**src/rtl/alarme_cinto_seq.sv**
```systemverilog
// -----------------------------------------------------------------------------
// alarme_cinto_seq
//
// Seatbelt reminder sequencer. Synchronizes and debounces the raw cabin sensors
// (seat occupied, belt latched, ignition), then escalates the reminder while a
// driver is seated with the ignition on and the belt unlatched:
//   MONITOR -> AVISO (steady lamp) -> ALERTA (blinking lamp + buzzer)
//           -> SILENCIO (steady lamp, buzzer off)
// Latching the belt drops back to MONITOR; ignition off drops to DESLIGADO.
//
// Ports
//   clk        in   single clock, rising edge
//   rst        in   synchronous, active-high reset
//   motorista  in   raw seat-occupied sensor (asynchronous to clk)
//   cinto      in   raw belt-latched sensor (asynchronous to clk)
//   ignicao    in   raw ignition sensor (asynchronous to clk)
//   luz        out  dashboard warning lamp
//   buzina     out  buzzer enable
//   estado     out  current state (debug): 0 DESLIGADO, 1 MONITOR, 2 AVISO,
//                   3 ALERTA, 4 SILENCIO
// -----------------------------------------------------------------------------
module alarme_cinto_seq #(
    parameter int DEB_CYC    = 4,
    parameter int T_AVISO    = 16,
    parameter int T_ALERTA   = 64,
    parameter int BLINK_HALF = 4
) (
    input  logic       clk,
    input  logic       rst,
    input  logic       motorista,
    input  logic       cinto,
    input  logic       ignicao,
    output logic       luz,
    output logic       buzina,
    output logic [2:0] estado
);

    localparam logic [2:0] DESLIGADO = 3'd0;
    localparam logic [2:0] MONITOR   = 3'd1;
    localparam logic [2:0] AVISO     = 3'd2;
    localparam logic [2:0] ALERTA    = 3'd3;
    localparam logic [2:0] SILENCIO  = 3'd4;

    localparam int TMR_MAX = (T_AVISO > T_ALERTA) ? T_AVISO : T_ALERTA;
    localparam int TMR_W   = $clog2(TMR_MAX + 1);
    localparam int DEB_W   = $clog2(DEB_CYC + 1);
    localparam int BLK_W   = $clog2(BLINK_HALF + 1);

    localparam logic [TMR_W-1:0] TMR_SAT     = TMR_W'(TMR_MAX);
    localparam logic [TMR_W-1:0] AVISO_LAST  = TMR_W'(T_AVISO - 1);
    localparam logic [TMR_W-1:0] ALERTA_LAST = TMR_W'(T_ALERTA - 1);
    localparam logic [DEB_W-1:0] DEB_LAST    = DEB_W'(DEB_CYC - 1);
    localparam logic [BLK_W-1:0] BLK_LAST    = BLK_W'(BLINK_HALF - 1);

    // Bit order used throughout the input path: {motorista, cinto, ignicao}
    logic [2:0] raw;
    logic [2:0] sync_p0;
    logic [2:0] sync_p1;
    logic [2:0] deb;

    logic       m_d;
    logic       c_d;
    logic       i_d;
    logic       cond;

    logic [2:0]       state;
    logic [2:0]       state_nxt;
    logic [TMR_W-1:0] timer;
    logic             blink;
    logic [BLK_W-1:0] blink_cnt;

    assign raw = {motorista, cinto, ignicao};

    // ---- stage p0/p1: two-flop synchronizer ----
    always_ff @(posedge clk) begin
        if (rst) begin
            sync_p0 <= 3'b000;
            sync_p1 <= 3'b000;
        end else begin
            sync_p0 <= raw;
            sync_p1 <= sync_p0;
        end
    end

    // ---- debouncer: accept a new level only after DEB_CYC consecutive disagreeing edges ----
    for (genvar k = 0; k < 3; k++) begin : g_deb
        logic [DEB_W-1:0] cnt;
        logic             q;

        always_ff @(posedge clk) begin
            if (rst) begin
                cnt <= '0;
                q   <= 1'b0;
            end else if (sync_p1[k] == q) begin
                // Any agreeing edge restarts the count, so short glitches are dropped.
                cnt <= '0;
            end else if (cnt == DEB_LAST) begin
                q   <= sync_p1[k];
                cnt <= '0;
            end else begin
                cnt <= cnt + DEB_W'(1);
            end
        end

        assign deb[k] = q;
    end

    assign m_d  = deb[2];
    assign c_d  = deb[1];
    assign i_d  = deb[0];
    assign cond = m_d & ~c_d & i_d;

    // ---- FSM next state: earlier branches take priority ----
    always_comb begin
        state_nxt = state;
        if (!i_d) begin
            state_nxt = DESLIGADO;
        end else if (state == DESLIGADO) begin
            state_nxt = MONITOR;
        end else if (((state == AVISO) || (state == ALERTA) || (state == SILENCIO)) && !cond) begin
            // Belt latched (or seat empty) beats a timer expiry on the same edge.
            state_nxt = MONITOR;
        end else if ((state == MONITOR) && cond) begin
            state_nxt = AVISO;
        end else if ((state == AVISO) && (timer == AVISO_LAST)) begin
            state_nxt = ALERTA;
        end else if ((state == ALERTA) && (timer == ALERTA_LAST)) begin
            state_nxt = SILENCIO;
        end else if (state > SILENCIO) begin
            // Unused encodings recover to the idle state.
            state_nxt = DESLIGADO;
        end
    end

    // ---- state register and dwell timer ----
    always_ff @(posedge clk) begin
        if (rst) begin
            state <= DESLIGADO;
            timer <= '0;
        end else begin
            state <= state_nxt;
            if (state_nxt != state) begin
                timer <= '0;
            end else if (timer != TMR_SAT) begin
                timer <= timer + TMR_W'(1);
            end
        end
    end

    // ---- blink phase: starts lit on ALERTA entry, held lit outside ALERTA ----
    always_ff @(posedge clk) begin
        if (rst) begin
            blink     <= 1'b1;
            blink_cnt <= '0;
        end else if ((state == ALERTA) && (state_nxt == ALERTA)) begin
            if (blink_cnt == BLK_LAST) begin
                blink     <= ~blink;
                blink_cnt <= '0;
            end else begin
                blink_cnt <= blink_cnt + BLK_W'(1);
            end
        end else begin
            blink     <= 1'b1;
            blink_cnt <= '0;
        end
    end

    // ---- output decode of registered state ----
    always_comb begin
        luz    = 1'b0;
        buzina = 1'b0;
        case (state)
            AVISO:    luz = 1'b1;
            ALERTA: begin
                luz    = blink;
                buzina = 1'b1;
            end
            SILENCIO: luz = 1'b1;
            default: begin
                luz    = 1'b0;
                buzina = 1'b0;
            end
        endcase
    end

    assign estado = state;

endmodule

```
**config.mk**
```make
export PLATFORM = sky130hd
export DESIGN_NAME = alarme_cinto_seq
export DESIGN_NICKNAME = d
export VERILOG_FILES = /design/src/rtl/alarme_cinto_seq.sv
export SDC_FILE = /design/constraint.sdc
export NUM_CORES = 1
export LEC_CHECK = 0
export CAP_MARGIN = 20
export CORE_UTILIZATION = 32
export DETAILED_ROUTE_END_ITERATION = 10
export GPL_TIMING_DRIVEN = 0
export HOLD_SLACK_MARGIN = 0.12
export PLACE_DENSITY_LB_ADDON = 0.25
export SKIP_LAST_GASP = 1
export SYNTH_ARGS = -nofsm -noshare
export SYNTH_HDL_FRONTEND = slang
export SYNTH_SLANG_ARGS = --single-unit
```
**constraint.sdc**
```tcl
create_clock -name clk -period 2.9 [get_ports clk]
set_clock_uncertainty 0.15 [all_clocks]
set_input_delay 0.87 -clock clk [delete_from_list [all_inputs] [get_ports clk]]
set_output_delay 0.87 -clock clk [all_outputs]
set_load 0.02 [all_outputs]
```
==> results.sh, run 1 <==
export IMPL_outcome="complete, no violations"
export IMPL_syn_area_um2=1470
export IMPL_synth_top_cell_area_share_pct=43.7
export IMPL_drt_total_wl_um=2420
export IMPL_synthToLayoutAreaGrowth_pct=18.0
export IMPL_num_rows=24
export IMPL_max_cap_viol_count=0
export IMPL_ys_top_cells_by_area="dfxtp_1 (44%), ha_1 (8.5%), nor2_1 (3.8%)"
export IMPL_multi_input_area_um2=739
export IMPL_worst_pin_slew_ns=0.577
export IMPL_clockBufferDepth=2
export IMPL_max_freq_mhz=375
export IMPL_syn_nets=171
export IMPL_cts_tree="yes"
export IMPL_critical_path_top_delay_family="buffers and inverters"
export IMPL_yosysWarnings=0
export IMPL_period_needed_ns=2.67
export IMPL_async_reset_ff_share_pct=0
export IMPL_drcViolationCount=0
export IMPL_crit_type="flip-flop to primary output"
export IMPL_die_w_um=69.7
export IMPL_crit_path_end_kind="primary output"
export IMPL_drive_gt1_share_pct=9.83
export IMPL_slowest_delay_ns=0.40
export IMPL_die_height_um=69.7
export IMPL_start_kind="flip-flop"
export IMPL_p_leak_uw=0.000681
export IMPL_layout_nets=187
export IMPL_avgRoutedWirePerCell_um=10.8
export IMPL_crit_fanout=10
export IMPL_yosysMostFrequentCell="dfxtp_1"
export IMPL_seq_area_um2=641
export IMPL_ys_seq_area_share_pct=43.7
export IMPL_drv_slew=0
export IMPL_clock_sinks=32
export IMPL_synth_top_cell_by_area="dfxtp_1"
export IMPL_diodes=0
export IMPL_first_global_vias=1080
export IMPL_num_io_pins=10
export IMPL_initial_utilization_pct=33.4
export IMPL_grt_pass1_wl_um=4530
export IMPL_cts_htree_levels=2
export IMPL_place_port_buffers=9
export IMPL_synth_cells=156
export IMPL_critPathBufInv=2
export IMPL_hold_viol_final=0
export IMPL_coreArea_um2=4380
export IMPL_avgViaCountPerCell=4.92
export IMPL_grt_start_max_net_pins=11
export IMPL_required_ns=1.88
export IMPL_cts_reportedPaths_clkPinSlew_ns=0.06
export IMPL_netlist_top_cells_count="dfxtp_1 (32), nor2_1 (15), inv_1 (13), ha_1 (10), nor2b_1 (8)"
export IMPL_synth_edf_count=0
export IMPL_p_per_area_nw_per_um2=515
export IMPL_finalCritPeriodShare_pct=91.9
export IMPL_ys_seq_elements=32
export IMPL_antenna_found_initial=0
export IMPL_globalplace_congestion=0.775
export IMPL_insertion_delay_ns=0.28
export IMPL_max_vdd_ir_drop_uv=264
export IMPL_avgSynthCellArea_um2=9.40
export IMPL_drt_pre_antenna_iters=4
export IMPL_setup_tns_ns=0
export IMPL_drtIter0Drc=60
export IMPL_setup_violations=0
export IMPL_overflow=0
export IMPL_place_hpwl_um=1790
export IMPL_rrSetupSlack_ns=0.90
export IMPL_netlist_cell_type_count=40
export IMPL_root_buffer="clkbuf_8"
export IMPL_yosys_most_used_dff="dfxtp_1"
export IMPL_rsz0062_at_grt="false"
export IMPL_arrival_ns=1.65
export IMPL_hp_class="flip-flop to flip-flop"
export IMPL_die_area_um2=4860
export IMPL_place_ws_ns=0.253
export IMPL_num_vias=1106
export IMPL_fillers=430
export IMPL_worstPathCellList="buf_2, or3b_4, o21ai_0, dlygate4sd2_1"
export IMPL_final_core_util_pct=39.5
export IMPL_grtUsageTotal_pct=11.5
export IMPL_setup_ws_ns=0.234
export IMPL_cts_buffers=5
export IMPL_ant_nets=0
export IMPL_relSlewSlack_pct=61.3
export IMPL_critPathSlowestCell="or3b_4"
-- report_power, final --
part	internal [uW]	total [uW]	switching, uW
Combinational	15.6	28.8	13.2
Clock	255	408	153
Sequential	448	455	6.37
Total	719	891	173
-- through the flow --
stage | power, uW | cells | cell area, um^2 | hold WS (ns)
5_1_grt | 928 | 225 | 1730 | 0.307
4_1_cts | 905 | 225 | 1730 | 0.278
3_3_place_gp | 492 | 217 | 1620 | 0.257
6_report | 891 | 225 | 1730 | 0.275
3_5_place_dp | 494 | 217 | 1620 | 0.267
2_1_floorplan | 482 | 156 | 1470 | 0.249
-- cell families (layout without fill, tap and decap cells) --
| logic type | Yosys count | in the layout | synth area share, % |
|---|---|---|---|
| xor+xnor | 9 | 9 | 5.38 |
| flops | 32 | 32 | 43.7 |
| buf+inv | 19 | 36 | 5.89 |
| mux | 4 | 4 | 2.73 |
| simple gates | 67 | 67 | 26.3 |
| compound gates | 15 | 15 | 7.51 |
| fa+ha+maj | 10 | 10 | 8.53 |
-- state kept, by name, indices dropped and copies added (netlist names) --
register	flops
blink	1
estado	3
sync_p1	3
sync_p0	3
g_deb.cnt	9
g_deb.q	2
blink_cnt	3
c_d	1
timer	7
-- final timing paths --
path / startpoint / to / depth (start not counted)
worst min-delay path: g_deb[1].cnt[0]$_SDFF_PP0_ / g_deb[1].cnt[0]$_SDFF_PP0_ / 1
worst max register to register: timer[0]$_SDFFE_PP0P_ / timer[3]$_SDFFE_PP0P_ / 5
worst max-delay path: estado[1]$_SDFF_PP0_ / luz / 4
worst min register to register: g_deb[1].cnt[0]$_SDFF_PP0_ / g_deb[1].cnt[0]$_SDFF_PP0_ / 1
-- cells in the final DEF (no fill, tap or decap), types with 2 or more instances in the layout --
cell	n
xnor2_1	5
xor2_1	4
nand2_1	7
nand3_1	4
nand2b_1	4
o21ai_0	2
a21oi_1	2
mux2i_1	4
clkdlybuf4s50_1	7
nor2b_1	8
clkbuf_8	5
nor3_1	5
nor2_1	15
dfxtp_1	32
inv_1	13
buf_2	3
nor4_1	7
ha_1	10
clkbuf_1	2
o21ai_1	3
or3_1	4
a211oi_1	2
or4_1	2
-- area by class of cell --
type,count,area share (%)
multi-input cells,105,42.7
flip-flops and latches,32,37.0
repair buffers,9,5.28
clock buffers,6,4.19
well taps,52,3.76
inverters,13,2.82
plain buffers,6,2.17
clock inverters,2,2.02
-- repair_timing --
action | CTS | global route
buffers inserted | 0 | 0
setup endpoints to repair | 1 | 1
pin swaps | 0 | 0
gates resized for setup | 1 | 1
hold buffers | 0 | 0
-- worst register-to-register path: stages, from the launching register on --
cell,delay [ns]
dfxtp_1,0.40
ha_1,0.23
and4b_1,0.26
nand3_1,0.17
o21ai_1,0.52
nor4_1,0.13
-- layer usage --
layer	vias up	track usage, %	share of wire [%]
met1	505	14.4	49
li1	572	-	-
met2	24	17.5	45
met4	0	5.11	1.0
met5	-	0	0
met3	5	4.22	4.5
No activity file was read; power rests on OpenSTA's default activity.
==> run 2: changes to the inputs <==
- ABC_CLOCK_PERIOD_IN_PS: unset -> 2900
==> results of run 2 <==
The final DEF is identical to that of run 1; final timing and power are the same.
==> run 3: changes to the inputs <==
- CTS_BUF_LIST: unset -> sky130_fd_sc_hd__clkbuf_4
- SKIP_CTS_REPAIR_TIMING: unset -> 1
==> run 3 against run 2 <==
Effect of this change:
- non-clock buffer count is the same
- routed wire length is essentially flat
- clock power shrank 17%
- setup slack gained 0.045 ns
- via count grew 0.54%
- global-route usage grew 0.31 points
- combinational power is essentially flat
- critical path type unchanged
==> results.sh, run 3 (synthesis results as in run 1) <==
export IMPL_cts_reportedPaths_clkPinSlew_ns=0.10
export IMPL_largest_reg_flops=9
export IMPL_clock_sinks=32
export IMPL_place_hpwl_um=1790
export IMPL_clockBufferDepth=2
export IMPL_min_to="g_deb[1].cnt[0]$_SDFF_PP0_"
export IMPL_max_freq_mhz=382
export IMPL_max_cap_viol_count=0
export IMPL_die_w_um=69.7
export IMPL_drcViolationCount=0
export IMPL_grt_start_max_net_pins=11
export IMPL_worst_pin_slew_ns=0.556
export IMPL_mostFrequentLayoutCells="dfxtp_1 (32), nor2_1 (15), inv_1 (13)"
export IMPL_largest_register="g_deb.cnt"
export IMPL_final_common_cell="dfxtp_1"
export IMPL_met2WireLength_um=1100
export IMPL_num_vias=1112
export IMPL_wl_met3_um=131
export IMPL_initial_utilization_pct=33.4
export IMPL_finalCritPeriodShare_pct=90.4
export IMPL_drtIter0Drc=45
export IMPL_timing_hold_ws_ns=0.280
export IMPL_place_port_buffers=9
export IMPL_hold_path_depth=1
export IMPL_grt_pass1_wl_um=4530
export IMPL_num_rows=24
export IMPL_wl_met1_um=1150
export IMPL_globalplace_congestion=0.775
export IMPL_hp_class="flip-flop to flip-flop"
export IMPL_layout_nets=187
export IMPL_overflow=0
export IMPL_setup_violations=0
export IMPL_die_height_um=69.7
export IMPL_cts_tree="yes"
export IMPL_max_vdd_ir_drop_uv=262
export IMPL_regToRegEndpoint="timer[3]$_SDFFE_PP0P_"
export IMPL_crit_fanout=10
export IMPL_coreArea_um2=4380
export IMPL_arrival_ns=1.60
export IMPL_grtUsageTotal_pct=11.8
export IMPL_first_global_vias=1081
export IMPL_highest_layer="met4"
export IMPL_place_ws_ns=0.253
export IMPL_setup_tns_ns=0
export IMPL_required_ns=1.88
export IMPL_reg2regPathDepth=5
export IMPL_drv_slew=0
export IMPL_avgViaCountPerCell=4.94
export IMPL_cts_htree_levels=2
export IMPL_cts_buffers=5
export IMPL_drt_total_wl_um=2420
export IMPL_ant_nets=0
export IMPL_period_needed_ns=2.62
export IMPL_setup_ws_ns=0.279
export IMPL_outcome="complete, no violations"
export IMPL_crit_type="flip-flop to primary output"
export IMPL_synthToLayoutAreaGrowth_pct=16.4
export IMPL_p_per_area_nw_per_um2=481
export IMPL_relSlewSlack_pct=62.7
export IMPL_worstReg2RegStart="timer[0]$_SDFFE_PP0P_"
export IMPL_hold_start="g_deb[1].cnt[0]$_SDFF_PP0_"
export IMPL_hold_viol_final=0
export IMPL_root_buffer="clkbuf_4"
export IMPL_top_regs="g_deb.cnt x9, timer x7"
export IMPL_num_io_pins=10
export IMPL_insertion_delay_ns=0.33
export IMPL_drt_pre_antenna_iters=4
export IMPL_die_area_um2=4860
export IMPL_antenna_found_initial=0
export IMPL_avgRoutedWirePerCell_um=10.8
export IMPL_crit_path_end_kind="primary output"
export IMPL_rrSetupSlack_ns=0.91
export IMPL_start_kind="flip-flop"
export IMPL_drive_gt1_share_pct=10.4
export IMPL_rsz0062_at_grt="false"
export IMPL_p_leak_uw=0.000686
export IMPL_diodes=0
-- run 3: area by class of cell --
| class | instances | area, um^2 |
|---|---|---|
| multi-input cells | 105 | 739 |
| clock inverters | 2 | 35.0 |
| flip-flops and latches | 32 | 641 |
| plain buffers | 6 | 37.5 |
| fillers | 433 | 2680 |
| clock buffers | 6 | 45.0 |
| repair buffers | 9 | 95.1 |
| well taps | 52 | 65.1 |
| inverters | 13 | 48.8 |
-- run 3: how the worst max path moves through the flow --
stage               endpoint  depth (start not counted)                  from
global route             luz                          4  estado[0]$_SDFF_PP0_
finish                   luz                          4  estado[1]$_SDFF_PP0_
CTS                      luz                          4  estado[1]$_SDFF_PP0_
detailed placement       luz                          4  estado[1]$_SDFF_PP0_
global placement         luz                          4  estado[1]$_SDFF_PP0_
floorplan                luz                          3  estado[2]$_SDFF_PP0_
-- run 3: worst max-delay path: stages, from the launching register on --
cell and delay (ns):
dfxtp_1 0.35, buf_2 0.18, or3b_4 0.40, o21ai_0 0.09, dlymetal6s2s_1 0.26
-- run 3: through the flow --
step           area (um^2)  util [%]  std cells  total power (uW)
2_1_floorplan         1470         -        156               482
3_3_place_gp          1620      37.0        217               492
3_5_place_dp          1620      37.0        217               494
4_1_cts               1700      38.8        225               832
5_1_grt               1710      38.9        225               859
6_report              1710      38.9        225               821
-- run 3: report_power, final --
group / switching [uW] / internal (uW)
clock: 148 / 190
combinational: 13.1 / 15.6
sequential: 6.36 / 448
-- run 3: layer usage --
| metal | track usage (%) | vias to the layer above |
|---|---|---|
| met2 | 17.5 | 21 |
| met3 | 6.40 | 4 |
| met5 | 0 | - |
| li1 | - | 575 |
| met1 | 14.2 | 512 |
| met4 | 4.44 | 0 |
==> RTL change (flow settings as in run 1) <==
`BLINK_HALF`: 4 -> 8.
--- a/src/rtl/alarme_cinto_seq.sv
+++ b/src/rtl/alarme_cinto_seq.sv
@@ -23,7 +23,7 @@
     parameter int DEB_CYC    = 4,
     parameter int T_AVISO    = 16,
     parameter int T_ALERTA   = 64,
-    parameter int BLINK_HALF = 4
+    parameter int BLINK_HALF = 8
 ) (
     input  logic       clk,
     input  logic       rst,
Behaviour: same outputs for any inputs over 10 cycles, from zero or initial values and one cycle with rst high; that may be too few to reach the edited logic, so the function may still have changed.
==> RTL change against run 1 <==
Critical path depth grew 1; synthesized area grew 1.8%; wire length grew 2.3%; cell area grew 3.0%; power grew 13%; sequential cell count grew 1; sequential share of layout area grew 0.058 points; count of clock-buffer cells in the layout shrank 1; die area grew 1.7%; sequential power grew 3%; worst setup slack lost 0.099 ns; highest routed layer unchanged.
==> RTL change: results (changes against run 1) <==
* Outcome: complete, no violations (unchanged)
* YS warnings at 0 (unchanged)
* Avg Cell Area, Syn at 9.69 um2 (was 9.40 um2)
* Cts repair resizes at 0 (was 1)
* Wire length on met3 at 99 um (was 110 um)
* Sequential area share after synthesis at 0.443 (was 0.437)
* Critical Path End: buzina (was luz)
* First-pass GRT wire length at 4.64 mm (was 4.53 mm)
* Largest regs: g_deb.cnt x9, timer x7, blink_cnt x4 (was g_deb.cnt x9, timer x7)
* Largest cells by area after synthesis: dfxtp_1, ha_1, nor2_1 (unchanged)
* Syn nets at 168 (was 171)
* CP Max Fanout at 9 (was 10)
* Placed Instances at 215 (was 217)
* Achievable Freq at 0.362 GHz (was 0.375 GHz)
* Final core area utilization at 0.404 (was 0.395)
* Setup Buffers After CTS at 0 (unchanged)
* DR vias at 1063 (was 1106)
* DP HPWL at 1.83 mm (was 1.79 mm)
* Largest stage delay, worst path at 0.60 ns (was 0.40 ns)
* Met2 WL at 1.09 mm (was 1.10 mm)
* Met1 usage at 0.144 (about the same)
* Routability-driven placement congestion ratio at 0.766 (was 0.775)
* DRT Wirelength at 2.48 mm (was 2.42 mm)
* Relative max-transition margin at 0.724 (was 0.613)
* Vias/cell at 4.77 (was 4.92)
* WP data arrival at 1.74 ns (was 1.65 ns)
* Worst hold endpoint: g_deb[0].cnt[0] (was g_deb[1].cnt[0])
* Synth cell count leaders: dfxtp_1, nor2_1, ha_1, inv_1, o21ai_0 (was dfxtp_1, nor2_1, inv_1, ha_1, nor2b_1)
* Routed length on met1 at 1.23 mm (was 1.19 mm)
* Hold_ws at 0.271 ns (was 0.275 ns)
* Worst reg2reg startpoint: timer[0] (unchanged)
* Pin count of the biggest net entering global routing at 12 (was 11)
* R2R depth at 6 (was 5)
* Overall Global Routing Usage at 0.118 (was 0.115)
* Filler cell count at 436 (was 430)
* First element of the critical path: estado[0] (was estado[1])
* CP max stage cell: clkdlybuf4s50_1 (was or3b_4)
* Leak at 0.654 nW (was 0.681 nW)
* GR Util met3 at 0.0361 (was 0.0422)
* Dpl ws at 0.384 ns (was 0.253 ns)
* Share of cells above drive strength 1 at 0.123 (was 0.0983)
* Final net count at 184 (was 187)
RTL change: cell count changes after synthesis, sizes merged, moves of 4 or more:
cell         run 1  this run
nor4             7         1
nor3             6         2
nor2            15        25
inv             13         9
RTL change: cell type report:
type,count,area [um2],area share
multi-input combinational,108,761,0.427
inverter,9,33.8,0.0190
tap,52,65.1,0.0365
buffer,4,37.5,0.0211
clock buffer,5,68.8,0.0386
sequential,33,661,0.371
timing repair buffer,9,90.1,0.0506
clock inverter,3,65.1,0.0365
RTL change: cell families after synthesis:
| family | count (synthesis) | synth area share |
|---|---|---|
| flops | 33 | 0.443 |
| buf+inv | 13 | 0.0478 |
| mux | 4 | 0.0268 |
| fa+ha+maj | 9 | 0.0754 |
| compound gates | 20 | 0.0997 |
| xor+xnor | 10 | 0.0587 |
| simple gates | 65 | 0.249 |
RTL change: power by group:
group	switching [mW]	internal, mW	total [mW]
registers	0.00602	0.462	0.468
clock network	0.164	0.341	0.505
logic	0.0145	0.0162	0.0307
total	0.184	0.820	1.00
